**config.mk**
```make
export PLATFORM = sky130hd
export DESIGN_NAME = arb_req_frontend
export DESIGN_NICKNAME = d
export VERILOG_FILES = /design/src/rtl/arb_req_frontend.sv
export SDC_FILE = /design/constraint.sdc
export NUM_CORES = 1
export LEC_CHECK = 0
export CAP_MARGIN = 25
export CELL_PAD_IN_SITES_DETAIL_PLACEMENT = 1
export CELL_PAD_IN_SITES_GLOBAL_PLACEMENT = 1
export CORE_MARGIN = 2
export CORE_UTILIZATION = 40
export CTS_BUF_LIST = sky130_fd_sc_hd__clkbuf_8
export CTS_CLUSTER_SIZE = 12
export DETAILED_ROUTE_END_ITERATION = 12
export PLACE_DENSITY_LB_ADDON = 0.1
export SYNTH_ARGS = -nofsm -noshare
export SYNTH_HDL_FRONTEND = slang
export SYNTH_SLANG_ARGS = --single-unit
```
**constraint.sdc**
```tcl
create_clock -name clk -period 2.5 [get_ports clk]
set_input_delay 0.75 -clock clk [delete_from_list [all_inputs] [get_ports clk]]
set_output_delay 0.75 -clock clk [all_outputs]
set_load 0.01 [all_outputs]
```
**src/rtl/arb_req_frontend.sv**
```systemverilog
// arb_req_frontend: requester-side front end for a 4-way round-robin arbiter.
// Four per-port FIFOs drive req toward the arbiter; the registered one-hot gnt
// pops the granted head onto one shared registered output bus. Grants that hit
// an empty queue are counted in stale_cnt; multi-hot grants set gnt_err.
// Optional macro ARB_REQ_LAST_MASK_EN: drop req in the cycle a port's last
// entry is being granted, so the arbiter cannot issue a stale follow-up grant.
module arb_req_frontend #(
    parameter int unsigned DW    = 8,
    parameter int unsigned DEPTH = 2,
    parameter int unsigned CNT_W = 8
) (
    input  logic             clk,
    input  logic             rst,
    input  logic [3:0]       in_valid,
    input  logic [4*DW-1:0]  in_data,
    output logic [3:0]       in_ready,
    output logic [3:0]       req,
    input  logic [3:0]       gnt,
    output logic             out_valid,
    output logic [DW-1:0]    out_data,
    output logic [1:0]       out_src,
    output logic [CNT_W-1:0] stale_cnt,
    output logic             gnt_err
);

    localparam int unsigned PW = (DEPTH > 1) ? $clog2(DEPTH) : 1;
    localparam int unsigned CW = $clog2(DEPTH + 1);
    localparam logic [CW-1:0] FULL = CW'(DEPTH);

    logic [DW-1:0] mem   [4][DEPTH];
    logic [PW-1:0] rptr  [4];
    logic [PW-1:0] wptr  [4];
    logic [CW-1:0] count [4];

    logic [1:0] sel;
    logic [3:0] push;
    logic [3:0] pop;
    logic       stale;
    logic       multi;

    // Lowest set grant bit selects the serviced port.
    always_comb begin
        sel = 2'd0;
        for (int i = 3; i >= 0; i--) begin
            if (gnt[i]) sel = 2'(i);
        end
    end

    assign multi = (gnt & (gnt - 4'd1)) != 4'd0;
    assign stale = (gnt != 4'd0) && (count[sel] == '0);

    // Per-port ready, push/pop decode and request generation.
    always_comb begin
        in_ready = 4'b0000;
        push     = 4'b0000;
        pop      = 4'b0000;
        req      = 4'b0000;
        for (int i = 0; i < 4; i++) begin
            in_ready[i] = (count[i] != FULL);
            push[i]     = in_valid[i] && (count[i] != FULL);
            pop[i]      = (gnt != 4'd0) && (sel == 2'(i)) && (count[i] != '0);
`ifdef ARB_REQ_LAST_MASK_EN
            req[i]      = (count[i] > CW'(1)) || ((count[i] == CW'(1)) && !gnt[i]);
`else
            req[i]      = (count[i] != '0);
`endif
        end
    end

    // Queue storage; contents need no reset since count gates every read.
    always_ff @(posedge clk) begin
        for (int i = 0; i < 4; i++) begin
            if (push[i]) mem[i][wptr[i]] <= in_data[i*DW +: DW];
        end
    end

    // Pointer and occupancy update; push and pop together leave count unchanged.
    always_ff @(posedge clk or posedge rst) begin
        if (rst) begin
            for (int i = 0; i < 4; i++) begin
                rptr[i]  <= '0;
                wptr[i]  <= '0;
                count[i] <= '0;
            end
        end else begin
            for (int i = 0; i < 4; i++) begin
                if (push[i]) wptr[i] <= wptr[i] + PW'(1);
                if (pop[i])  rptr[i] <= rptr[i] + PW'(1);
                if (push[i] && !pop[i])      count[i] <= count[i] + CW'(1);
                else if (pop[i] && !push[i]) count[i] <= count[i] - CW'(1);
            end
        end
    end

    // Registered output bus; stale grants leave data/src holding.
    always_ff @(posedge clk or posedge rst) begin
        if (rst) begin
            out_valid <= 1'b0;
            out_data  <= '0;
            out_src   <= 2'd0;
        end else if (pop != 4'd0) begin
            out_valid <= 1'b1;
            out_data  <= mem[sel][rptr[sel]];
            out_src   <= sel;
        end else begin
            out_valid <= 1'b0;
        end
    end

    // Saturating stale-grant counter and sticky multi-hot grant flag.
    always_ff @(posedge clk or posedge rst) begin
        if (rst) begin
            stale_cnt <= '0;
            gnt_err   <= 1'b0;
        end else begin
            if (stale && (stale_cnt != '1)) stale_cnt <= stale_cnt + CNT_W'(1);
            if (multi) gnt_err <= 1'b1;
        end
    end

endmodule

```
# Yosys cells after proc, flatten, opt, wreduce, memory -nomap -nowiden

Memory sizes are Yosys's and may differ from the RTL's.
Cells that the tools add are included.

Add/sub/neg operators: 18
$lt $le $gt $ge: 10
Equality and inequality tests: 8
Mux-type cells: 38
Bitwise logic cells: 7
Reduce and logical (&&, ||, !) cells: 47

Operators by type and width:

| operator              | number |
|---|---|
| $mux W16              | 4 |
| $mux W8               | 7 |
| $demux W8 S1          | 4 |
| $mux W2               | 14 |
| $logic_and A1 B1 Y1   | 26 |
| $reduce_bool A2 Y1    | 8 |
| $reduce_bool A4 Y1    | 3 |
| $ge A2 B2 Y1 const B  | 5 |
| $not A1 Y2            | 5 |
| $add A1 B1 Y1 const B | 8 |
| $add A2 B1 Y2 const B | 4 |
| $add A8 B1 Y8 const B | 1 |
| $logic_not A1 Y1      | 8 |
| $lt A2 B1 Y1 const B  | 4 |
| $ne A2 B2 Y1 const B  | 4 |
| $ne A8 B8 Y1 const B  | 1 |
| $sub A2 B1 Y2 const B | 4 |
| $mux W1               | 7 |
| $and A4 B4 Y4         | 1 |
| $bmux W2 S2           | 1 |
| $eq A2 B2 Y1 const B  | 2 |
| $logic_not A2 Y1      | 2 |
| $sub A4 B1 Y4 const B | 1 |
| $ge A3 B3 Y1 const B  | 1 |
| 3 further kinds       | 3 |

Register bits: 36
Memory bits (writable): 64
Bits of input ports: 42
Output and inout port bits: 28
Logic and storage cells: 146
Memories: 1

Memories:

| name | words | width | rd ports | clocked after memory_dff | write ports | line | source |
|---|---|---|---|---|---|---|---|
| mem  | 4     | 16    | 1        | 0                        | 4           | 30   | `logic [DW-1:0] mem [4][DEPTH];` |

# Logic depth before layout (Yosys ltp)

Gate-level depths: netlist (run 1).

Depth after elaboration: 12
Depth in mapped cells: 8
Gate-level depth less buffers: 7

# Worst setup path before layout (run 1)

No wires, ideal clock.

Kind: in2reg
Start point: in gnt[0]
End point: reg stale_cnt[1]
Setup time: 0.125 ns
Arrival time: 1.896 ns
Required time: 2.375 ns
Setup slack: 0.479 ns
Cell stages on the path: 7
Path buffers: 2
Cell sequence: buf_2 -> o21ai_4 -> o31a_1 -> buf_6 -> nand4_4 -> nor2b_4 -> mux2_4

Longest elaborated chain between the ends: 8
Elaborated cells between the ends (all ways): 9
Those cells by class: mux (4); bitwise (1); reduce/logical (4)

RTL lines:

| item                                        | line | source |
|---|---|---|
| from (decl)                                 | 18   | `input logic [3:0] gnt,` |
| $mux W2                                     | 45   | `if (gnt[i]) sel = 2'(i);` |
| $not A2 Y3 (not written as such)            | 50   | `assign stale = (gnt != 4'd0) && (count[sel] == '0);` |
| $bmux W2 S2                                 | 50   |  |
| $mux W2 (not written as such) (2 in series) | 50   |  |
| $logic_not A2 Y1                            | 50   |  |
| $logic_and A1 B1 Y1 *                       | 50   |  |
| $logic_and A1 B1 Y1 *                       | 116  | `if (stale && (stale_cnt != '1)) stale_cnt <= stale_cnt + CNT_W'(1);` |
| to (signal assigned)                        | 116  |  |
| to (decl)                                   | 22   | `output logic [CNT_W-1:0] stale_cnt,` |

Every way passes the cells marked *; elsewhere a longest branch is shown, timed or not. The select of a mux whose other input is x is not followed.
A chain may end at the register's enable or synchronous reset.

# Final worst setup path (run 1)

Start point: reg count[6] (netlist bit)
End point: out in_ready[0]

Longest elaborated chain between the ends: 1

RTL lines:

| item                              | line | source |
|---|---|---|
| from (decl)                       | 33   | `logic [CW-1:0] count [4];` |
| from (signal, indexed assignment) | 89   | `if (push[i] && !pop[i]) count[i] <= count[i] + CW'(1);` |
| from (signal, indexed assignment) | 90   | `else if (pop[i] && !push[i]) count[i] <= count[i] - CW'(1);` |
| $ne A2 B2 Y1                      | 59   | `in_ready[i] = (count[i] != FULL);` |
| to (decl)                         | 16   | `output logic [3:0] in_ready,` |

No other way between the ends.

==> flow_metrics.env, run 1 <==
export IMPL_status="finished clean"
export IMPL_hold_violations=0
export IMPL_cts_buffers=9
export IMPL_clockBufferDepth=2
export IMPL_fp_dieW_um=107
export IMPL_drv_slew=0
export IMPL_combPwrFrac=0.357
export IMPL_die_h_um=107
export IMPL_grt_pass1_vias=2844
export IMPL_ant_nets=0
export IMPL_post_route_util=0.522
export IMPL_post_route_min_period_ns=2.34
export IMPL_die_area_mm2=0.0114
export IMPL_ys_warn_count=0
export IMPL_multi_input_area_mm2=0.00132
export IMPL_fillers=1041
export IMPL_cts_sinks=100
export IMPL_tns_ns=0
export IMPL_synth_edf_count=64
export IMPL_dp_cells=506
export IMPL_num_rows=37
export IMPL_hpwl_um=6740
export IMPL_fin_nets=428
export IMPL_crit_type="reg -> out"
export IMPL_setup_slack_ns=0.157
export IMPL_syn_area_per_cell_um2=14.7
export IMPL_port_buffers=69
export IMPL_netSwitchingPower_mw=1.97
export IMPL_clk_insertion_delay_late_ns=0.36
export IMPL_pwr_density_cell_mw_per_mm2=1080
export IMPL_cts_setup_buffers=0
export IMPL_wire_per_inst_um=17.2
export IMPL_startpoint_type="flop"
export IMPL_gr_usage_all_layers=0.173
export IMPL_whs_ns=0.497
export IMPL_layout_drive_gt1_share=0.137
export IMPL_leakage_nw=2.11
export IMPL_r2r_setup_slack_ns=0.72
export IMPL_required_ns=1.75
export IMPL_antenna_found_initial=0
export IMPL_pwr_share_clk=0.162
export IMPL_fmax_ghz=0.427
export IMPL_cap_violations=0
export IMPL_holdCritStartpoint="wptr[1]"
export IMPL_grt_max_degree=37
export IMPL_ys_types=46
export IMPL_async_flop_share=0.360
export IMPL_cts_clk_slew_worst_paths_ns=0.10
export IMPL_htreeDepth=3
export IMPL_synthFlopType="edfxtp_1"
export IMPL_yosysSeqAreaShare=0.666
export IMPL_tightestPinTransition_ns=0.570
export IMPL_rsz0062_at_grt="false"
export IMPL_cts_hold_buf=0
export IMPL_finalPower_mw=5.80
export IMPL_ys_seq_elements=100
export IMPL_dr_pass1_iters=4
export IMPL_vias_per_cell=4.87
export IMPL_setup_viol=0
export IMPL_synth_commonest_cells="edfxtp_1 (64), dfrtp_1 (36), mux2i_1 (36), nor2_1 (24)"
export IMPL_dr_total_vias=2544
export IMPL_synthCells=288
export IMPL_period_share=0.937
export IMPL_pwr_share_seq=0.481
export IMPL_syn_to_final_growth_pct=27.4
export IMPL_pin_count=70
export IMPL_arrival_ns=1.59
export IMPL_ctsResizeCount=0
export IMPL_synth_top_area_share=0.454
export IMPL_design_core_area_mm2=0.0103
export IMPL_peakVddDrop_v=0.000456
export IMPL_crit_fanout=5
export IMPL_sw_frac_of_total=0.340
export IMPL_drtIter0Drc=71
export IMPL_dpl_instance_area_mm2=0.00522
export IMPL_worst_r2r_startpoint="stale_cnt[0]"
export IMPL_finish_instance_area_mm2=0.00539
export IMPL_p_int_mw=3.83
export IMPL_synth_most_common_cell="edfxtp_1"
export IMPL_syn_cell_area_mm2=0.00424
export IMPL_dp_slack_ns=-0.0711
export IMPL_startpoint="count[6]"
export IMPL_cts_tree="built"
export IMPL_regArea_mm2=0.00282
export IMPL_syn_num_nets=335
export IMPL_fin_cells=522
export IMPL_crit_path_end_kind="output pin"
export IMPL_hp_class="reg -> reg"
export IMPL_synth_area_leaders="edfxtp_1 (45%), dfrtp_1 (21%), mux2i_1 (8.5%)"
export IMPL_place_gp_congestion=0.772
export IMPL_cts_root_buffer="clkbuf_8"
export IMPL_grt_first_pass_wirelength_um=14700
export IMPL_skew_ns=0.0124
export IMPL_grt_ovfl_total=0
export IMPL_diodes=0
export IMPL_initial_core_util=0.410
export IMPL_drcViolationCount=0
export IMPL_max_slew_margin_rel=0.620
export IMPL_route_final_wire_length_um=9000
export IMPL_yosysTopAreaCell="edfxtp_1"
worst paths after layout:
check / endpoint / cells past startpoint
worst max-delay path: in_ready[0] / 2
worst min-delay path: wptr[1] / 1
worst max register to register: stale_cnt[5] / 6
worst min register to register: wptr[1] / 1
max in group asynchronous: out_data[2] / 3
min in group asynchronous: wptr[1] / 3
power by group through the flow:
| stage | clock network (mW) | registers (mW) | logic, mW |
|---|---|---|---|
| final | 0.939 | 2.79 | 2.07 |
| after global routing | 1.04 | 2.87 | 2.28 |
| after CTS | 0.982 | 2.80 | 2.12 |
| after detailed placement | 0 | 2.83 | 2.10 |
| after global placement | 0 | 2.81 | 2.06 |
| after floorplan | 0 | 2.68 | 1.26 |
sequential cells by signal (all words and copies together) (netlist names):
register,count
rptr,4
count,8
out_data,8
wptr,4
out_src,2
out_valid,1
stale_cnt,8
gnt_err,1
mem,64
placed cells by master, fill, tap and decap left out, types with 3 or more instances in the layout:
cell type | synthesis | layout
clkdlybuf4s50_1 | 0 | 69
edfxtp_1 | 64 | 64
mux2i_1 | 36 | 36
dfrtp_1 | 36 | 36
nor2_1 | 24 | 24
buf_4 | 2 | 22
xor2_1 | 12 | 12
xnor2_1 | 12 | 12
nand2_1 | 9 | 9
inv_1 | 8 | 9
clkbuf_8 | 0 | 9
nand2b_1 | 6 | 6
and3_1 | 6 | 6
o22ai_1 | 5 | 5
ha_1 | 5 | 5
nor3_1 | 4 | 4
a31oi_1 | 4 | 4
nor2b_1 | 4 | 4
or2_1 | 3 | 3
nand3_1 | 3 | 3
mux2_2 | 3 | 3
o211ai_1 | 3 | 3
a211oi_1 | 3 | 3
a211o_1 | 3 | 3
logic make-up after synthesis:
kind of cell	share of synthesized area
buffers and inverters	0.0230
DFF	0.666
adders and majority gates	0.0148
muxes	0.103
and+or+nand+nor	0.0889
xor gates and xnor gates	0.0496
AOI/OAI and AO/OA	0.0544
routing by layer:
metal,vias up,track usage,share of wire
met5,-,0,0
met4,0,0.0686,0.015
met3,13,0.0298,0.036
met2,54,0.274,0.48
met1,1246,0.237,0.47
li1,1231,-,-
worst max-delay path: stages (launching register included):
cell	delay, ns
dfrtp_1	0.49
nand2b_1	0.20
clkdlybuf4s50_1	0.55
area by class of cell:
class | instances | area share
repair buffers | 92 | 0.162
inverters | 9 | 0.00626
flip-flops and latches | 100 | 0.523
well taps | 136 | 0.0315
clock buffers | 9 | 0.0230
multi-input cells | 169 | 0.244
clock inverters | 7 | 0.00974
Note: power is estimated with default switching activity, not from simulation.
==> run 2, diff against run 1 <==
- ABC_CLOCK_PERIOD_IN_PS: unset -> 2500
==> results of run 2 <==
Final layout, timing and power as in run 1 (identical DEF).
